--- src/rtl/pat_scheduler.sv ---
// pat_scheduler
//   Frame sequencer between the pattern generators and the LED serial driver.
//   For every frame it walks LED index 0..NUM_LEDS-1, broadcasts the index to all
//   generators, waits for the active generator's colour (or substitutes black on
//   timeout), and offers the colour to the driver over valid/ready. The active
//   pattern is latched only at frame start, so a frame never mixes patterns.
//
//   Optional feature macro: PAT_SCHED_AUTO_CYCLE_EN
//     defined   : pattern_sel_in is ignored; the pattern advances by one (with wrap)
//                 every FRAMES_PER_PATTERN completed frames, starting at pattern 0.
//     undefined : pattern_sel_in is latched at every frame start.
//
// Ports
//   clk_in, rst_in            clock, synchronous active-high reset
//   frame_start_in            start-of-frame pulse (only honoured while idle)
//   pattern_sel_in            pattern for the next frame
//   next_led_request          LED index broadcast to the generators
//   pat_red/green/blue_in     packed generator colours, pattern p at [p*CW +: CW]
//   pat_valid_in              per-generator colour valid
//   red/green/blue_out        registered colour to the driver
//   led_index_out             index of the presented colour
//   color_valid_out           colour presented; color_ready_in accepts it
//   active_pattern_out        pattern of the current/last frame
//   busy_out                  high whenever a frame is in progress
//   frame_done_out            one-cycle pulse after the last LED is accepted
//   timeout_err_out           sticky generator-timeout flag, cleared by reset
module pat_scheduler #(
    parameter int NUM_LEDS           = 20,
    parameter int COLOR_WIDTH        = 8,
    parameter int NUM_PATTERNS       = 4,
    parameter int TIMEOUT_CYCLES     = 8,
    parameter int FRAMES_PER_PATTERN = 60,
    localparam int CounterWidth      = (NUM_LEDS > 1) ? $clog2(NUM_LEDS) : 1,
    localparam int SelWidth          = (NUM_PATTERNS > 1) ? $clog2(NUM_PATTERNS) : 1
) (
    input  logic                                 clk_in,
    input  logic                                 rst_in,
    input  logic                                 frame_start_in,
    input  logic [SelWidth-1:0]                  pattern_sel_in,
    output logic [CounterWidth-1:0]              next_led_request,
    input  logic [NUM_PATTERNS*COLOR_WIDTH-1:0]  pat_red_in,
    input  logic [NUM_PATTERNS*COLOR_WIDTH-1:0]  pat_green_in,
    input  logic [NUM_PATTERNS*COLOR_WIDTH-1:0]  pat_blue_in,
    input  logic [NUM_PATTERNS-1:0]              pat_valid_in,
    output logic [COLOR_WIDTH-1:0]               red_out,
    output logic [COLOR_WIDTH-1:0]               green_out,
    output logic [COLOR_WIDTH-1:0]               blue_out,
    output logic [CounterWidth-1:0]              led_index_out,
    output logic                                 color_valid_out,
    input  logic                                 color_ready_in,
    output logic [SelWidth-1:0]                  active_pattern_out,
    output logic                                 busy_out,
    output logic                                 frame_done_out,
    output logic                                 timeout_err_out
);

    localparam int WaitWidth = $clog2(TIMEOUT_CYCLES + 1);
    localparam logic [CounterWidth-1:0] LastLed  = CounterWidth'(NUM_LEDS - 1);
    localparam logic [WaitWidth-1:0]    WaitLast = WaitWidth'(TIMEOUT_CYCLES - 1);
    localparam logic [SelWidth-1:0]     LastPat  = SelWidth'(NUM_PATTERNS - 1);

    typedef enum logic [1:0] {
        S_IDLE    = 2'd0,
        S_WAIT    = 2'd1,
        S_PRESENT = 2'd2,
        S_DONE    = 2'd3
    } state_t;

    state_t                   state_q, state_d;
    logic [CounterWidth-1:0]  led_q, led_d;
    logic [WaitWidth-1:0]     wait_cnt_q, wait_cnt_d;
    logic [SelWidth-1:0]      active_q, active_d;
    logic [COLOR_WIDTH-1:0]   red_q, red_d, green_q, green_d, blue_q, blue_d;
    logic                     terr_q, terr_d;

    // Active generator's colour and valid.
    logic [COLOR_WIDTH-1:0]   sel_red, sel_green, sel_blue;
    logic                     sel_valid;
    assign sel_red   = pat_red_in[int'(active_q)*COLOR_WIDTH +: COLOR_WIDTH];
    assign sel_green = pat_green_in[int'(active_q)*COLOR_WIDTH +: COLOR_WIDTH];
    assign sel_blue  = pat_blue_in[int'(active_q)*COLOR_WIDTH +: COLOR_WIDTH];
    assign sel_valid = pat_valid_in[active_q];

    // Pattern to latch if a frame starts this cycle.
    logic [SelWidth-1:0]      start_pat;

`ifdef PAT_SCHED_AUTO_CYCLE_EN
    localparam int FcWidth = $clog2(FRAMES_PER_PATTERN + 1);
    localparam logic [FcWidth-1:0] FcMax = FcWidth'(FRAMES_PER_PATTERN);

    logic [FcWidth-1:0] frame_cnt_q, frame_cnt_d;
    logic               roll;
    logic               unused_sel;

    assign unused_sel = ^pattern_sel_in;
    // Counter saturates at FcMax, so the switch happens at the first start after
    // enough completed frames rather than mid-frame.
    assign roll = (frame_cnt_q >= FcMax);

    always_comb begin
        start_pat = active_q;
        if (roll) begin
            start_pat = (active_q == LastPat) ? '0 : active_q + SelWidth'(1);
        end
    end
`else
    always_comb begin
        start_pat = pattern_sel_in;
        if (int'(pattern_sel_in) >= NUM_PATTERNS) begin
            start_pat = '0;
        end
    end
`endif

    always_comb begin
        state_d    = state_q;
        led_d      = led_q;
        wait_cnt_d = wait_cnt_q;
        active_d   = active_q;
        red_d      = red_q;
        green_d    = green_q;
        blue_d     = blue_q;
        terr_d     = terr_q;
`ifdef PAT_SCHED_AUTO_CYCLE_EN
        frame_cnt_d = frame_cnt_q;
`endif
        case (state_q)
            S_IDLE: begin
                if (frame_start_in) begin
                    active_d   = start_pat;
                    led_d      = '0;
                    wait_cnt_d = '0;
                    state_d    = S_WAIT;
`ifdef PAT_SCHED_AUTO_CYCLE_EN
                    if (roll) frame_cnt_d = '0;
`endif
                end
            end
            S_WAIT: begin
                wait_cnt_d = wait_cnt_q + WaitWidth'(1);
                // Cycle 0 lets the generators see the new index; valid is ignored.
                if ((wait_cnt_q != '0) && sel_valid) begin
                    red_d   = sel_red;
                    green_d = sel_green;
                    blue_d  = sel_blue;
                    state_d = S_PRESENT;
                end else if (wait_cnt_q >= WaitLast) begin
                    red_d   = '0;
                    green_d = '0;
                    blue_d  = '0;
                    terr_d  = 1'b1;
                    state_d = S_PRESENT;
                end
            end
            S_PRESENT: begin
                if (color_ready_in) begin
                    if (led_q == LastLed) begin
                        state_d = S_DONE;
                    end else begin
                        led_d      = led_q + CounterWidth'(1);
                        wait_cnt_d = '0;
                        state_d    = S_WAIT;
                    end
                end
            end
            S_DONE: begin
                state_d = S_IDLE;
`ifdef PAT_SCHED_AUTO_CYCLE_EN
                if (!roll) frame_cnt_d = frame_cnt_q + FcWidth'(1);
`endif
            end
            default: state_d = S_IDLE;
        endcase
    end

    always_ff @(posedge clk_in) begin
        if (rst_in) begin
            state_q    <= S_IDLE;
            led_q      <= '0;
            wait_cnt_q <= '0;
            active_q   <= '0;
            red_q      <= '0;
            green_q    <= '0;
            blue_q     <= '0;
            terr_q     <= 1'b0;
`ifdef PAT_SCHED_AUTO_CYCLE_EN
            frame_cnt_q <= '0;
`endif
        end else begin
            state_q    <= state_d;
            led_q      <= led_d;
            wait_cnt_q <= wait_cnt_d;
            active_q   <= active_d;
            red_q      <= red_d;
            green_q    <= green_d;
            blue_q     <= blue_d;
            terr_q     <= terr_d;
`ifdef PAT_SCHED_AUTO_CYCLE_EN
            frame_cnt_q <= frame_cnt_d;
`endif
        end
    end

    assign next_led_request   = led_q;
    assign led_index_out      = led_q;
    assign red_out            = red_q;
    assign green_out          = green_q;
    assign blue_out           = blue_q;
    assign color_valid_out    = (state_q == S_PRESENT);
    assign busy_out           = (state_q != S_IDLE);
    assign frame_done_out     = (state_q == S_DONE);
    assign active_pattern_out = active_q;
    assign timeout_err_out    = terr_q;

endmodule

--- config.mk ---
export PLATFORM = sky130hd
export DESIGN_NAME = pat_scheduler
export DESIGN_NICKNAME = d
export VERILOG_FILES = /design/src/rtl/pat_scheduler.sv
export SDC_FILE = /design/constraint.sdc
export NUM_CORES = 1
export LEC_CHECK = 0
export CAP_MARGIN = 20
export CORE_UTILIZATION = 41
export CTS_CLUSTER_DIAMETER = 60
export DETAILED_ROUTE_END_ITERATION = 12
export HOLD_SLACK_MARGIN = 0.06
export PLACE_DENSITY_LB_ADDON = 0.1
export REMOVE_ABC_BUFFERS = 1
export SLEW_MARGIN = 20
export SYNTH_ARGS = -nofsm -noshare
export SYNTH_HDL_FRONTEND = slang
export SYNTH_SLANG_ARGS = --single-unit
--- constraint.sdc ---
create_clock -name clk_in -period 3.4 [get_ports clk_in]
set_input_delay 0.51 -clock clk_in [delete_from_list [all_inputs] [get_ports clk_in]]
set_output_delay 0.51 -clock clk_in [all_outputs]
set_load 0.02 [all_outputs]
* Word-level counts from Yosys, hierarchy flattened *
Index checks and enable logic that the tools add are counted.

operators by class
  add/sub/neg operators = 2
  $lt $le $gt $ge = 2
  equal/unequal tests = 8
  shift operators = 3
  mux-type cells = 20
  bitwise logic cells = 1
  reduce and logical (&&, ||, !) cells = 13

operators with widths
  kind                                                                          number
  32-bit by 6-bit variable part select with 8-bit output                        3
  8-bit two-way mux                                                             4
  5-bit two-way mux                                                             3
  4-bit two-way mux                                                             3
  4-bit one-hot mux with 3 select lines                                         1
  2-bit two-way mux                                                             5
  5-bit one-hot mux with 2 select lines                                         1
  2-bit one-hot mux with 4 select lines                                         1
  4-bit AND reduction                                                           2
  3-bit AND reduction                                                           2
  2-bit nonzero test                                                            3
  5-bit by 1-bit adder with 5-bit output, second input constant                 1
  5-bit equality test, second input constant                                    1
  4-bit by 1-bit adder with 4-bit output, second input constant                 1
  2-bit equality test, second input constant                                    2
  4-bit by 3-bit >= comparator with 1-bit output, second input constant         1
  2-bit != test, second input constant                                          2
  2-bit AND reduction                                                           2
  4-bit nonzero test                                                            1
  2-bit by 3-bit less-than comparator with 1-bit output, second input constant  1
  3-bit != test, second input constant                                          1
  3-bit nonzero test                                                            1
  1-bit binary-select mux with 2-bit select                                     1
  2-bit by 1-bit equality test with 1-bit output, second input constant         1
  other kinds (5)                                                               5

storage, ports and cells
  register bits = 38
  input port bits = 106
  logic and storage cells = 57

* Logic depth before layout (Yosys ltp) *
  depth after elaboration = 5
  mapped depth = 7

* Worst setup path after synthesis *
No wires, ideal clock.

  path kind = register to register
  from = reg active_q[0] (netlist: active_pattern_out[0])
  to = reg blue_q[0] (netlist: blue_out[0])
  setup time = 0.136 ns
  arrival = 1.670 ns
  data required time = 3.264 ns
  slack = 1.594 ns
  stages on the path, launching flop included = 7
  path buffers = 2
  clock period less this slack = 1.806 ns
  path through = dfxtp_1 buf_6 mux4_2 nor3b_4 nand2_4 buf_6 o32ai_2

on the way
  longest elaborated chain between the ends = 5
  elaborated cells between the ends (all ways) = 7
  those cells by class = shift: 1; mux: 3; reduce/logical: 3

RTL lines
  item                                                                                            RTL line  text
  start, declared                                                                                 72        logic [SelWidth-1:0] active_q, active_d;
  start signal, assigned                                                                          193       active_q <= active_d;
  branches (longest 5 deep; another with 32-bit by 6-bit variable part select with 8-bit output)  n/a
  end signal, assigned                                                                            196       blue_q <= blue_d;
  end, declared                                                                                   73        logic [COLOR_WIDTH-1:0] red_q, red_d, green_q, green_d, blue_q, blue_d;

Parallel ways; which one is timed is not known. The select of a mux whose other input is x is not followed.
A chain may end at the register's enable or synchronous reset.

* Final worst setup path *
  from = reg state_q[1]
  to = out color_valid_out

on the way
  longest elaborated chain between the ends = 1

RTL lines
  item                    RTL line  text
  start, declared         69        state_t state_q, state_d;
  start signal, assigned  190       state_q <= state_d;
  2-bit equality test     209       assign color_valid_out = (state_q == S_PRESENT);
  end, declared           49        output logic color_valid_out,

No other way between the ends.

==> flow_metrics.tcl <==
set metrics [dict create \
    cts-buffers-inserted 5 \
    path_cells "nor2b_1, clkdlybuf4s50_1" \
    drt-wirelength-per-cell_um 14.8 \
    ant_nets 0 \
    first_pass_iters 4 \
    start_util_pct 42.5 \
    crit_arrival_ns 1.87 \
    switchingPower_uw 277 \
    num_vias 2338 \
    die_y_um 80.3 \
    nets 481 \
    grt_max_degree 32 \
    timing.final.ws_setup_ns 1.02 \
    fin_setup_tns_ns 0 \
    final_cell_area_sq_mm 0.00405 \
    drcViolationCount 0 \
    drv_slew 0 \
    pre_cts_slack_ns 1.14 \
    async_reset_ff_share_pct 0 \
    start_kind "flip-flop" \
    die_area_sq_mm 0.00645 \
    clockBufferDepth 2 \
    ys_dominant_reg_cell "dfxtp_1" \
    diodes 0 \
    met2_usage_pct 35.4 \
    p_clk_share_pct 31.8 \
    cpLargestDelayFamily "flip-flops" \
    yosysTopAreaCell "dfxtp_1" \
    ys_warn_count 0 \
    h-tree-depth 2 \
    clock-root-buffer "clkbuf_8" \
    grt_pass1_wl_um 10300 \
    p_leak_nw 1.42 \
    slew_headroom_pct 58.9 \
    port_buffers 145 \
    cp.required_ns 2.89 \
    rows 28 \
    hold_path.class "flip-flop to flip-flop" \
    worstSetupPathType "flip-flop to output port" \
    synth_edf_count 0 \
    combPwrFrac_pct 26.7 \
    p_sw_share_pct 24.4 \
    slowest_stage "dfxtp_1" \
    antenna_found_initial 0 \
    peakVddDrop_mv 0.155 \
    tightestPinTransition_ns 0.616 \
    ctsHoldBuffers 0 \
    critPathCaptureType "output port" \
    grtUsageTotal_pct 20.8 \
    core_area_sq_mm 0.00592 \
    cp_num_buf_inv 1 \
    clk_latency_ns 0.29 \
    grt.busiest_layer "met2" \
    grtUsageMet3_pct 4.43 \
    syn_area_sq_mm 0.00251 \
    wirelength_um 6650 \
    hpwl_um 5130 \
    postSynthAreaPerCell_sq_um 10.5 \
    path_max_fanout 18 \
    io_pins 146 \
    period_needed_ns 2.38 \
    finalHoldViolations 0 \
    cts_tree "yes" \
    path_clk_slew_ns 0.07 \
    via_per_inst 5.22 \
    synth_top_cell_area_share_pct 30.3 \
    synth.area.top_cells "dfxtp_1, mux4_2, o32ai_2" \
    power_frac_seq_pct 41.5 \
    critical-path-max-stage-delay_ns 0.72 \
    syn2layout_area_growth_pct 61.2 \
    postCtsSetupBuffers 0 \
    outcome "finished, final reports clean" \
    ys_types 48 \
    fin_worst_skew_ns 0.00609 \
    post_cts_resized 0 \
    grt_pass1_vias 2238 \
    synthCells 240 \
    overflow 0 \
    drive_above_1_share_pct 14.7 \
    drt_iter0_drc 60 \
    gp_congestion 0.732 \
    drv_cap 0 \
    fmax_mhz 420 \
    yosysSeqAreaShare_pct 30.3 \
    p_int_uw 859 \
    final.period_utilization_pct 70.1 \
    final-setup-viol-count 0 \
    cts_sinks 38 \
    rsz0062_at_grt "no" \
    powerDensity_mw_per_mm2 280 \
    synth-seq-cells 38 \
    dieWidth_um 80.3 \
    placed_area_sq_mm 0.00394 \
    grt_use_met1_pct 26.6 \
]
-- synth_stat cells (6+ instances only) --
cell      number
a21oi_1        8
clkbuf_1       9
dfxtp_1       38
inv_1         42
mux2i_1        6
mux4_2        24
nand2_1        8
nand2b_1       6
nor2_1         8
o21ai_0        6
o32ai_1        9
o32ai_2       10
-- stage by stage --
stage / utilization (%) / power, mW / hold WS [ns] / instances
after global routing: 68.4 / 1.18 / 0.500 / 448
after CTS: 68.4 / 1.15 / 0.471 / 448
after floorplan: - / 0.615 / 0.468 / 216
final: 68.4 / 1.14 / 0.469 / 448
after detailed placement: 66.6 / 0.787 / 0.457 / 440
after global placement: 66.6 / 0.783 / 0.455 / 440
-- path summary, 6_finish.rpt --
kind / startpoint / end / slack (ns) / cells past startpoint
max reg2reg: wait_cnt_q[0]$_SDFFE_PP0P_ / green_out[5]$_SDFFE_PP0P_ / 1.40 / 6
min reg2reg: red_out[7]$_SDFFE_PP0P_ / red_out[7]$_SDFFE_PP0P_ / 0.47 / 2
min: red_out[7]$_SDFFE_PP0P_ / red_out[7]$_SDFFE_PP0P_ / 0.47 / 2
max: state_q[1]$_SDFFE_PP0P_ / color_valid_out / 1.02 / 2
-- worst min-delay path, delay by kind of cell (launching register included) --
kind	cells	cell delay (ns)
flops	1	0.31
simple gates	1	0.07
compound gates	1	0.05
-- power by group through the flow --
stage | combinational (mW) | sequential (mW) | clock, mW
2_1_floorplan | 0.122 | 0.493 | 0
3_3_place_gp | 0.301 | 0.482 | 0
3_5_place_dp | 0.305 | 0.482 | 0
4_1_cts | 0.306 | 0.472 | 0.370
5_1_grt | 0.327 | 0.473 | 0.384
6_report | 0.303 | 0.471 | 0.361
-- metal layers --
| metal | vias to the layer above | wire (um) |
|---|---|---|
| met5 | - | 0 |
| met4 | 0 | 84 |
| met3 | 8 | 445 |
| met2 | 95 | 3380 |
| met1 | 1099 | 2730 |
| li1 | 1136 | - |
-- cell type report --
| class | count | area (sq um) |
|---|---|---|
| inverter | 42 | 158 |
| timing repair buffer | 149 | 1480 |
| multi-input combinational | 136 | 1450 |
| sequential | 38 | 762 |
| clock buffer | 8 | 110 |
| tap | 75 | 93.8 |
| fill | 458 | 1870 |
-- sequential cells by signal, indices dropped and copies added, names as in the netlist --
signal,cells
blue_out,8
green_out,8
red_out,8
led_index_out,5
wait_cnt_q,4
active_pattern_out,2
state_q,2
timeout_err_out,1
-- cells in the final DEF, fill, tap and decap left out, drive strengths merged, types with 4 or more instances in the layout --
cell type / instances
nand2: 9
inv: 42
clkbuf: 8
nand2b: 6
mux4: 25
xnor2: 4
clkdlybuf4s50: 144
buf: 5
mux2i: 6
nor2: 9
o2111ai: 5
dfxtp: 38
o21ai: 11
a21oi: 8
o32ai: 19
-- kinds of logic (layout without fill, tap and decap cells) --
logic type               count (synthesis)  in the layout  synth area share [%]
multiplexers                            31             31                  24.9
adder cells (fa/ha/maj)                  3              3                  1.49
AO/OA/AOI/OAI                           53             53                  18.7
buffers and inverters                   66            199                  12.0
AND/OR/NAND/NOR                         45             45                  11.2
XOR/XNOR                                 4              4                  1.39
flip-flops                              38             38                  30.3
No activity file was read; power rests on OpenSTA's default activity.
